$ cat src/rtl/argon_alu_unit.sv
// Argon execute unit: captures A/B/opcode from the shared bus, runs
// single-cycle ALU ops or bit-serial shifts, and drives the result back.
module argon_alu_unit #(
  parameter int WIDTH = 16
) (
  input  logic             i_Clk,
  input  logic             i_Reset,
  input  logic [WIDTH-1:0] i_data,
  input  logic             i_valid,
  input  logic             i_latchA,
  input  logic             i_latchB,
  input  logic             i_latchOp,
  input  logic             i_start,
  input  logic             i_outputResult,
  output logic [WIDTH-1:0] o_data,
  output logic             o_valid,
  output logic             o_busy,
  output logic             o_done,
  output logic [3:0]       o_flags
);

  typedef enum logic [1:0] {IDLE, SHIFT, DONE} state_t;

  typedef enum logic [3:0] {
    OP_ADD = 4'd0,
    OP_ADC = 4'd1,
    OP_SUB = 4'd2,
    OP_SBB = 4'd3,
    OP_CMP = 4'd4,
    OP_AND = 4'd5,
    OP_OR  = 4'd6,
    OP_XOR = 4'd7,
    OP_NOT = 4'd8,
    OP_SHL = 4'd9,
    OP_SHR = 4'd10,
    OP_SAR = 4'd11
  } opcode_t;

  state_t           state, stateNext;
  logic [WIDTH-1:0] regA, regB, work, result;
  logic [3:0]       opcode, count, flags;

  logic             isShift;
  logic [3:0]       shAmt;
  logic [WIDTH-1:0] addB;
  logic             cin;
  logic [WIDTH:0]   sum;
  logic [WIDTH-1:0] aluRes;
  logic             aluC, aluV;
  logic [WIDTH-1:0] workNext;
  logic             shiftOut;

  assign isShift = (opcode == OP_SHL) || (opcode == OP_SHR) || (opcode == OP_SAR);
  assign shAmt   = regB[3:0];

  // Single-cycle ALU; subtraction is A + ~B + cin so carry means "no borrow".
  always_comb begin
    addB   = regB;
    cin    = 1'b0;
    aluRes = regB;
    aluC   = 1'b0;
    aluV   = 1'b0;
    case (opcode)
      OP_ADC:         cin = flags[1];
      OP_SUB, OP_CMP: begin addB = ~regB; cin = 1'b1; end
      OP_SBB:         begin addB = ~regB; cin = flags[1]; end
      default:        ;
    endcase
    sum = {1'b0, regA} + {1'b0, addB} + {{WIDTH{1'b0}}, cin};
    case (opcode)
      OP_ADD, OP_ADC, OP_SUB, OP_SBB, OP_CMP: begin
        aluRes = sum[WIDTH-1:0];
        aluC   = sum[WIDTH];
        aluV   = (regA[WIDTH-1] == addB[WIDTH-1]) && (sum[WIDTH-1] != regA[WIDTH-1]);
      end
      OP_AND:  aluRes = regA & regB;
      OP_OR:   aluRes = regA | regB;
      OP_XOR:  aluRes = regA ^ regB;
      OP_NOT:  aluRes = ~regA;
      default: aluRes = regB;
    endcase
  end

  // One shift step of the work register and the bit that falls off.
  always_comb begin
    workNext = work;
    shiftOut = 1'b0;
    case (opcode)
      OP_SHL: begin
        workNext = {work[WIDTH-2:0], 1'b0};
        shiftOut = work[WIDTH-1];
      end
      OP_SHR: begin
        workNext = {1'b0, work[WIDTH-1:1]};
        shiftOut = work[0];
      end
      default: begin
        workNext = {work[WIDTH-1], work[WIDTH-1:1]};
        shiftOut = work[0];
      end
    endcase
  end

  // State register.
  always_ff @(posedge i_Clk or posedge i_Reset) begin
    if (i_Reset) state <= IDLE;
    else         state <= stateNext;
  end

  // Next-state logic; start is ignored while shifting.
  always_comb begin
    stateNext = state;
    case (state)
      IDLE, DONE: begin
        if (i_start) begin
          if (isShift && (shAmt != 4'd0)) stateNext = SHIFT;
          else                            stateNext = DONE;
        end
      end
      SHIFT:   if (count == 4'd1) stateNext = DONE;
      default: stateNext = IDLE;
    endcase
  end

  // Operand capture, execution and shift datapath.
  always_ff @(posedge i_Clk or posedge i_Reset) begin
    if (i_Reset) begin
      regA   <= '0;
      regB   <= '0;
      opcode <= '0;
      work   <= '0;
      count  <= '0;
      result <= '0;
      flags  <= '0;
    end else begin
      if (i_valid && (state != SHIFT)) begin
        if (i_latchOp)     opcode <= i_data[3:0];
        else if (i_latchA) regA   <= i_data;
        else if (i_latchB) regB   <= i_data;
      end
      case (state)
        IDLE, DONE: begin
          if (i_start) begin
            if (isShift) begin
              if (shAmt == 4'd0) begin
                result <= regA;
                flags  <= {(regA == '0), regA[WIDTH-1], 1'b0, 1'b0};
              end else begin
                work  <= regA;
                count <= shAmt;
              end
            end else begin
              if (opcode != OP_CMP) result <= aluRes;
              flags <= {(aluRes == '0), aluRes[WIDTH-1], aluC, aluV};
            end
          end
        end
        SHIFT: begin
          work  <= workNext;
          count <= count - 4'd1;
          if (count == 4'd1) begin
            result <= workNext;
            flags  <= {(workNext == '0), workNext[WIDTH-1], shiftOut, 1'b0};
          end
        end
        default: ;
      endcase
    end
  end

  assign o_busy  = (state == SHIFT);
  assign o_done  = (state == DONE);
  assign o_valid = i_outputResult && (state == DONE);
  assign o_data  = o_valid ? result : '0;
  assign o_flags = flags;

endmodule

$ cat config.mk
export PLATFORM = sky130hd
export DESIGN_NAME = argon_alu_unit
export DESIGN_NICKNAME = d
export VERILOG_FILES = /design/src/rtl/argon_alu_unit.sv
export SDC_FILE = /design/constraint.sdc
export NUM_CORES = 1
export LEC_CHECK = 0
export CAP_MARGIN = 20
export CORE_ASPECT_RATIO = 1.1
export CORE_MARGIN = 2
export CORE_UTILIZATION = 63
export DETAILED_ROUTE_END_ITERATION = 6
export DONT_BUFFER_PORTS = 1
export PLACE_DENSITY_LB_ADDON = 0.3
export SLEW_MARGIN = 20
export SYNTH_ARGS = -nofsm -noshare
export SYNTH_HDL_FRONTEND = slang
export SYNTH_SLANG_ARGS = --single-unit
$ cat constraint.sdc
create_clock -name i_Clk -period 5.1 [get_ports i_Clk]
set_input_delay 0.255 -clock i_Clk [delete_from_list [all_inputs] [get_ports i_Clk]]
set_output_delay 0.255 -clock i_Clk [all_outputs]
set_load 0.05 [all_outputs]
Word level (Yosys, flattened, before mapping)
Cells that the tools add are included.

$add $sub $neg: 3. Bitwise logic cells: 7. Muxes and demuxes: 31. Equality and inequality tests: 24. Reductions and logical operators: 26.

Operator list (count): 16-bit two-way mux (10); 16-bit case mux with 2 select lines (3); 16-bit case mux with 5 select lines (1); 16-bit zero test (3); 16-bit inverter (2); 4-bit two-way mux (7); 16-bit by 16-bit adder with 17-bit output (1); 17-bit by 1-bit adder with 17-bit output (1); 16-bit AND (1); 4-bit by 3-bit equality test with 1-bit output (second input constant) (4); 4-bit equality test (second input constant) (4); 16-bit bitwise OR (1); 4-bit case mux with 2 select lines (2); 16-bit XOR (1); 4-bit AND reduction (3); 4-bit by 1-bit equality test with 1-bit output (second input constant) (2); 4-bit by 2-bit equality test with 1-bit output (second input constant) (2); 4-bit zero test (2); 2-bit two-way mux (3); 2-bit inequality test (second input constant) (3); 3-bit inequality test (second input constant) (2); 2-bit OR reduction (3); 5-bit AND reduction (1); 5-bit OR reduction (1); 19 further kinds (28).

Bits in registers: 78. Bits of input ports: 24.

Logic depth before layout (Yosys ltp)
Gate-level depths: netlist of the first run.

Word-level depth: 11. Depth in mapped cells: 17. Mapped depth without buffers: 14.

Worst setup path after synthesis of the first run
No wires, ideal clock.

Path type: register -> register. Start: reg opcode[1]. End: reg result[14]. Required time: 4975 ps. Path buffers: 2. Arrival time: 4096 ps. Stages on the path, launching flop included: 17. Slack: 879 ps. Period minus slack after synthesis: 4221 ps. Cell sequence: dfrtp_1 buf_6 buf_2 nor2_1 mux2i_1 nor2_1 xnor2_1 fa_1 fa_1 a21o_1 a221oi_2 o21ai_1 a31oi_1 mux2_2 o21ai_0 a21oi_1 mux2_2.

Word-level cells in the longest chain between the ends: 10. Elaborated cells on any way between the ends: 33. Classes of those cells: 2 x add/sub; 14 x eq/ne; 9 x mux; 8 x reduce/logical.

RTL lines: start, declared (line 41) `logic [3:0] opcode, count, flags;`; start signal, assigned (line 137) `if (i_latchOp) opcode <= i_data[3:0];`; 4-bit by 2-bit equality test with 1-bit output / 4-bit by 3-bit equality test with 1-bit output (equally long branches) (line 63, 70); 3-bit OR reduction (no source line); 16-bit two-way mux; 16-bit by 16-bit adder with 17-bit output (line 69) `sum = {1'b0, regA} + {1'b0, addB} + {{WIDTH{1'b0}}, cin};`; 17-bit by 1-bit adder with 17-bit output (line 69); 16-bit case mux with 5 select lines (line 70) `case (opcode)`; 16-bit two-way mux (line 153) `if (opcode != OP_CMP) result <= aluRes;`; 16-bit two-way mux (line 144) `if (isShift) begin`; 16-bit two-way mux (line 143) `if (i_start) begin`; 16-bit case mux with 2 select lines (line 141) `case (state)`; end signal, assigned (line 146) `result <= regA;`; end signal, assigned (line 153); end signal, assigned (line 162) `result <= workNext;`; end, declared (line 40) `logic [WIDTH-1:0] regA, regB, work, result;`.

Several ways; a longest one is shown, not always the timed one. The select of a mux whose other input is x is not followed. A chain may end at the register's enable or synchronous reset.

Worst setup path in the final report of the first run
Start: reg opcode[0]. End: reg result[14].

Same word-level chain as after synthesis.

==> summary.md, run 1 <==
| Metric | Value |
|---|---|
| Syn_nets | `831` |
| Hold_sp | `i_data[0]` |
| DRC | `0` |
| Cell area after placement | `6520 µm²` |
| Post-synthesis average cell area | `~8.6 µm²` |
| Wire length per cell | `20.6 µm` |
| Later-pin clock latency in the skew report | `around 0.36 ns` |
| Peak supply drop | `~0.32 mV` |
| CP cell instances | `nor2_1 > mux2i_1 > nor2_1 > xnor2_1 > fa_1 > fa_1 > a21o_1 > a221oi_2 > o21ai_1 > a31oi_1 > mux2_2 > o21ai_0 > a21oi_1 > mux2_2` |
| DRT Pass-1 Iters | `7` |
| Die X | `101 µm` |
| FFs w/ async S/R, synth | `100%` |
| Final Non-Filler Cells | `roughly 850` |
| Post-synth EDFFs | `0` |
| Final WS setup | `0.917 ns` |
| Worst Tran Pin Value | `1.03 ns` |
| Unrepaired setup endpoints after global routing | `no` |
| Total global-route track usage | `31.7%` |
| Clock transition at path regs | `0.08 ns` |
| Met2 Usage GRT | `50.0%` |
| # hold bufs at CTS | `0` |
| Critical Path RT | `5.35 ns` |
| Sw Ratio | `50.3%` |
| Proportion of layout cells with a drive suffix above 1 | `between 10% and 20%` |
| Synth unique cells | `69` |
| Busiest grt layer | `met2` |
| Share of the synthesized area in the top cell type | `roughly 30%` |
| Die area | `around 11,000 µm²` |
| Flop pwr share | `27.7%` |
| Post-route cell area | `between 6000 and 7000 µm²` |
| P_int | `~2200 µW` |
| Clock Tree Buf Depth | `2` |
| Minimum clock period | `4.18 ns` |
| Routability congestion estimate | `0.974` |
| Status | `completed` |
| Leak | `0.00306 µW` |
| CP Class | `register to register` |
| Final setup fails | `0` |
| Initial DRC count | `480` |
| Antenna violations before repair | `0` |
| Crit-path slowest cell | `dfrtp_1` |
| Total wire length | `roughly 18 mm` |
| Hold Path Class | `input port to register` |
| Worst Reg2Reg Path Length in Cells | `14` |
| Global-route met1 utilization | `43.0%` |
| Ant diodes | `0` |
| Via Count | `~5,700` |
| Final period utilization | `82.0%` |
| Maximum clock frequency | `0.239 GHz` |
| Vias in the first global route | `~5,600` |
| Sw power | `~2300 µW` |
| Post-DP HPWL | `13.1 mm` |
| Final ANT Viol Nets | `0` |
| Cell Area, Synth | `6510 µm²` |
| Buf/Inv on CP | `0` |
| Hold Path Sink | `regA[0]` |
| CTS Sinks | `78` |
| Cts repair resizes | `0` |
| # H-tree levels | `3` |
| IO Port Bufs | `0` |
| Largest net degree at the start of global routing | `between 70 and 80` |
| Worst path arrival time | `4.44 ns` |
| Via density | `6.71` |
| Ys flop type | `dfrtp_1` |
| Synth top area cells | `dfrtp_1 30%, ha_1 9.4%, mux2_2 8.0%, nand2_1 4.3%, a21oi_1 3.0%` |
| TritonCTS clock tree | `done` |
| CP max stage delay | `0.46 ns` |
| Core Area | `~10000 µm²` |
| Hold depth | `1` |
| Most common cell after layout, fill and taps aside | `dfrtp_1` |
| R2R Path End | `result[14]` |
| Logic pwr share | `60.9%` |
| Layout Skew | `roughly 0.012 ns` |
| Number of post-CTS setup repair buffers | `0` |
| Relative slew slack | `30.9%` |
| Synth warn | `0` |
| Final Hold Viols | `0` |
| I/O pin total | `47` |
| Yosys reg bits | `78` |
| Worst reg2reg setup slack | `0.92 ns` |
| Grt ovf | `0` |
| Mapped Cells | `756` |
| Max-capacitance violation count | `0` |
| Grt met3 use | `6.14%` |
| CP top delay family | `compound AO/OA/AOI/OAI gates` |
| Layout Area Growth over Synthesis | `3.57%` |
| Worst r2r src | `opcode[0]` |
| Num CTS Buffers | `9` |
| DP Cell Count | `837` |
| Die Ht | `111 µm` |
| Setup TNS | `0 ns` |
| Register area share after synthesis | `30.0%` |
| Startpoint types | `register` |
| Most frequent cells in the layout | `78 x dfrtp_1, 75 x nand2_1, 49 x ha_1, 46 x mux2_2, 46 x inv_1` |
| PD cells | `668 nW/µm²` |
| Initial Utilization | `~65%` |
| Endpoint class of the critical path | `register` |
| Max Transition Viols Final | `0` |
| Clock share of power | `11.4%` |
| Global-route wire length before repair | `28.1 mm` |
| Rows | `38` |
| Cell taking the most area after synthesis | `dfrtp_1` |
| Nets@finish | `803` |
| CTS root buf | `clkbuf_8` |
| Critical Path Fanout Max | `7` |
| Place WS | `1.04 ns` |
[power groups by stage]
| stage | sequential [µW] | combinational [µW] | clock, µW |
|---|---|---|---|
| floorplan | 1110 | 2200 | 0 |
| global placement | 1230 | 2590 | 0 |
| detailed placement | 1240 | 2680 | 0 |
| CTS | 1230 | 2690 | 524 |
| global route | 1280 | 3020 | 554 |
| finish | 1250 | 2740 | 515 |
[area by class of cell]
| class | instances | area (µm²) |
|---|---|---|
| clock buffers | 13 | 149 |
| clock inverters | 3 | 67.6 |
| fillers | 833 | 3240 |
| inverters | 48 | 181 |
| multi-input cells | 582 | 4180 |
| flip-flops and latches | 78 | 1950 |
| well taps | 120 | 150 |
| repair buffers | 9 | 67.6 |
[registers in the layout, indices dropped and copies added, names as in the netlist]
signal,cells
count,4
o_flags,4
regA,16
state,2
result,16
opcode,4
work,16
regB,16
[per-layer routing]
metal | part of all wire, % | wire [µm]
met5 | 0 | 0
met2 | 47 | 8270
met1 | 42 | 7470
met4 | 2.6 | 462
met3 | 7.8 | 1380
[stage by stage]
stage / hold WS [ns] / util [%] / power, µW
6_report: 0.0410 / 67.6 / 4510
5_1_grt: 0.0213 / 67.6 / 4860
4_1_cts: 0.0273 / 67.5 / 4450
3_5_place_dp: 0.409 / 65.3 / 3930
3_3_place_gp: 0.406 / 65.2 / 3820
2_1_floorplan: 0.406 / - / 3310
[cells in the mapped netlist (all sizes together), types with 11 or more instances]
| cell | n |
|---|---|
| dfrtp | 78 |
| nand2 | 75 |
| ha | 49 |
| inv | 48 |
| mux2 | 46 |
| nor2 | 43 |
| a21oi | 40 |
| o21ai | 38 |
| and3 | 28 |
| clkbuf | 26 |
| buf | 22 |
| nand3 | 22 |
| xnor2 | 20 |
| mux2i | 18 |
| a31oi | 16 |
| nor3 | 16 |
| o22ai | 13 |
| a211oi | 12 |
| o31ai | 12 |
| a21boi | 11 |
| nand2b | 11 |
[kinds of logic (layout without fill, tap and decap cells)]
family / count (synthesis) / count (layout) / share of synthesized area (%)
compound gates: 198 / 198 / 20.9
xor+xnor: 21 / 21 / 2.82
fa+ha+maj: 51 / 51 / 10.0
buf+inv: 96 / 73 / 6.32
flops: 78 / 78 / 30.0
mux: 64 / 64 / 10.7
simple gates: 248 / 248 / 19.3
[worst max-delay path by stage]
stage                    from    endpoint  slack [ns]  depth (start not counted)
floorplan           opcode[1]  result[14]        0.88                         16
global placement    opcode[1]  result[14]        1.20                         14
detailed placement  opcode[0]  result[14]        1.04                         14
CTS                 opcode[0]  result[14]        1.01                         14
global route        opcode[0]  result[14]        0.70                         14
finish              opcode[0]  result[14]        0.92                         14
Note: power is estimated with default switching activity, not from simulation.
==> run 2: changes to the inputs <==
Settings changed: ABC_AREA set to 1, CORE_UTILIZATION 63 to 59.
Clock period 5.1 ns to 3.75 ns, I/O delays scaled along.
==> summary.md, run 2 <==
| Metric | Value |
|---|---|
| Status | `completed` |
| Synth cell count leaders | `307 x nand2_1, 131 x inv_1, 94 x o21ai_0, 78 x dfrtp_1, 71 x nor2_1` |
| CP max stage delay | `slightly below 0.5 ns` |
| Critical Path RT | `4.02 ns` |
| Worst r2r src | `opcode[3]` |
| Hold Path Class | `input port to register` |
| Grt ovf | `0` |
| Unrepaired setup endpoints after global routing | `no` |
| Via density | `approximately 5.6` |
| Mapped Cells | `954` |
| # H-tree levels | `3` |
| Post-route cell area | `6890 µm²` |
| Cell Area, Synth | `6380 µm²` |
| Mux share of post-synthesis cell area | `0%` |
| Worst Tran Pin Value | `approximately 1.1 ns` |
| Synth unique cells | `between 40 and 50` |
| Later-pin clock latency in the skew report | `0.34 ns` |
| Worst path arrival time | `roughly 3.7 ns` |
| Synth Area in Adders | `10.2%` |
| Leak | `0.00368 µW` |
| Ant diodes | `0` |
| Post-synthesis average cell area | `6.69 µm²` |
| Proportion of layout cells with a drive suffix above 1 | `6.51%` |
| Core Area | `10,400 µm²` |
| Total global-route track usage | `30.8%` |
| CP most frequent cell | `nand2_1` |
| Place WS | `0.267 ns` |
| Maximum clock frequency | `0.293 GHz` |
| Final setup fails | `0` |
| Wire length per cell | `approximately 15 µm` |
| Die area | `11,700 µm²` |
| PD cells | `716 nW/µm²` |
| CTS root buf | `clkbuf_16` |
| Worst Reg2Reg Path Length in Cells | `18` |
| CP top delay family | `simple AND/OR/NAND/NOR gates` |
| Synth Area in Compound Gates | `between 10% and 20%` |
| Nets@finish | `1,039` |
| Rows | `39` |
| CP Class | `register to register` |
| Syn_nets | `1,029` |
| Post-synth EDFFs | `0` |
| Most common cell after layout, fill and taps aside | `nand2_1` |
| XOR/XNOR Fraction of Synth Area | `2.47%` |
| Initial DRC count | `435` |
| Die Ht | `113 µm` |
| Final Hold Viols | `0` |
| Clock transition at path regs | `0.06 ns` |
| Layout Area Growth over Synthesis | `7.84%` |
| Max Transition Viols Final | `0` |
| Endpoint class of the critical path | `register` |
| TritonCTS clock tree | `done` |
| Largest net degree at the start of global routing | `49` |
| Share of the synthesized area in the top cell type | `a little under a third` |
| Most frequent cell after synthesis | `nand2_1` |
| Hold Path Sink | `regB[8]` |
| Yosys reg bits | `around 80` |
| Die X | `103 µm` |
| Minimum clock period | `3.42 ns` |
| Vias in the first global route | `5,798` |
| IO Port Bufs | `0` |
| Fill count | `980` |
| Cell taking the most area after synthesis | `dfrtp_1` |
| Peak supply drop | `0.337 mV` |
| CP cell instances | `inv_2 > nand2_1 > o21ai_2 > xor2_1 > fa_1 > fa_1 > xor2_1 > a21oi_1 > nand2_1 > nand2_1 > nand3_1 > nor3_1 > nand2_1 > nor2_1 > nand2_1 > nand2_1 > nand2_1 > a21oi_2` |
| Synth top area cells | `dfrtp_1 31%, nand2_1 18%, ha_1 9.6%, inv_1 7.7%, o21ai_0 7.4%` |
| R2R Path End | `o_flags[3]` |
| Register area share after synthesis | `30.6%` |
| Cell area after placement | `6600 µm²` |
| Max-capacitance violation count | `0` |
| Setup TNS | `0 ns` |
| Hold depth | `2` |
| Total wire length | `16.7 mm` |
| Simple-gate share of the synthesized area | `31.9%` |
| Post-DP HPWL | `approximately 12 mm` |
| Final WS setup | `0.332 ns` |
| I/O pin total | `47` |
| Largest family of logic cells by synthesized area | `simple AND/OR/NAND/NOR gates` |
| Clock Tree Buf Depth | `2` |
| Initial Utilization | `61.1%` |
| Ys flop type | `dfrtp_1` |
| FFs w/ async S/R, synth | `100%` |
| Final ANT Viol Nets | `0` |
| Global-route wire length before repair | `28.2 mm` |
| Buf/Inv on CP | `1` |
| Critical Path Fanout Max | `5` |
| Synth warn | `0` |
| Crit-path slowest cell | `fa_1` |
| DRC | `0` |
| Startpoint types | `register` |
| Relative slew slack | `27.7%` |
| Routability congestion estimate | `0.944` |
| Worst reg2reg setup slack | `0.33 ns` |
| Most frequent cells in the layout | `307 x nand2_1, 130 x inv_1, 94 x o21ai_0, 78 x dfrtp_1, 71 x nor2_1` |
| Via Count | `6,210` |
| DRT Pass-1 Iters | `5` |
| Layout Skew | `0.00475 ns` |
| Num CTS Buffers | `9` |
| Antenna violations before repair | `0` |
| Final period utilization | `91.1%` |
| Hold_sp | `i_data[8]` |
| CTS Sinks | `approximately 80` |
## run 2: cell count changes after synthesis, sizes merged, moves of 14 or more
cell | previous run | this run
a21oi | 40 | 26
xnor2 | 20 | 0
nor2 | 43 | 78
o21ai | 38 | 98
xor2 | 1 | 18
inv | 48 | 137
and3 | 28 | 0
mux2i | 18 | 0
nand2 | 75 | 309
mux2 | 46 | 0
nand3 | 22 | 66
a31oi | 16 | 2
## run 2: kinds of logic (layout without fill, tap and decap cells)
kind of cell | after synthesis | count (layout)
xor+xnor | 18 | 18
fa+ha+maj | 51 | 51
flops | 78 | 78
buf+inv | 169 | 182
simple gates | 482 | 482
compound gates | 156 | 156
## run 2: report_power, final
part           switching (µW)  internal (µW)  total (µW)
Combinational            1770            910        2680
Sequential                342           1130        1480
Clock                     324            456         780
## run 2: through the flow
step	cells	hold slack, ns	power [µW]	util, %
floorplan	954	0.348	3440	-
global placement	1093	0.252	4040	63.2
detailed placement	1093	0.253	4080	63.2
CTS	1108	0.00423	4880	65.8
global route	1110	0.0187	5420	65.9
finish	1110	0.000701	4930	65.9
## run 2: final cells by class
type	count	area (µm²)	share of cell area [%]
Multi-Input combinational cell	707	3750	54.4
Sequential cell	78	1950	28.3
Inverter	137	515	7.49
Clock buffer	12	246	3.58
Timing Repair Buffer	31	235	3.42
Tap cell	143	179	2.60
Clock inverter	2	10.0	0.145
## run 2: repair_timing
item                                   4_1_cts  5_1_grt
resized for setup                            0        0
endpoints found under the hold margin       47        0
hold buffers                                 1        0
setup endpoints to repair                    0        4
buffers inserted                             0        2
## run 2: per-layer routing
layer | vias to the layer above | wire (µm) | GRT usage, %
li1 | 3084 | - | -
met1 | 2834 | 7210 | 42.4
met2 | 249 | 7790 | 48.8
met3 | 43 | 1180 | 4.94
met4 | 0 | 506 | 11.4
met5 | - | 0 | 0
## run 2: worst reg2reg max path, cell delays in order (launching register included)
cell     delay, ns
dfrtp_1       0.45
inv_2         0.16
nand2_1       0.15
o21ai_2       0.18
xor2_1        0.11
fa_1          0.49
fa_1          0.48
xor2_1        0.20
a21oi_1       0.18
nand2_1       0.07
nand2_1       0.07
nand3_1       0.08
nor3_1        0.25
nand2_1       0.09
nor2_1        0.09
nand2_1       0.06
nand2_1       0.05
nand2_1       0.06
a21oi_2       0.12
## run 2: worst max-delay path by stage
stage,start,to,slack [ns],cells after the start
2_1_floorplan,opcode[2],o_flags[3],0.60,18
3_5_place_dp,opcode[3],o_flags[3],0.27,18
3_3_place_gp,opcode[3],o_flags[3],0.30,18
5_1_grt,opcode[3],o_flags[3],0.03,20
6_report,opcode[3],o_flags[3],0.33,18
4_1_cts,opcode[3],o_flags[3],0.24,18
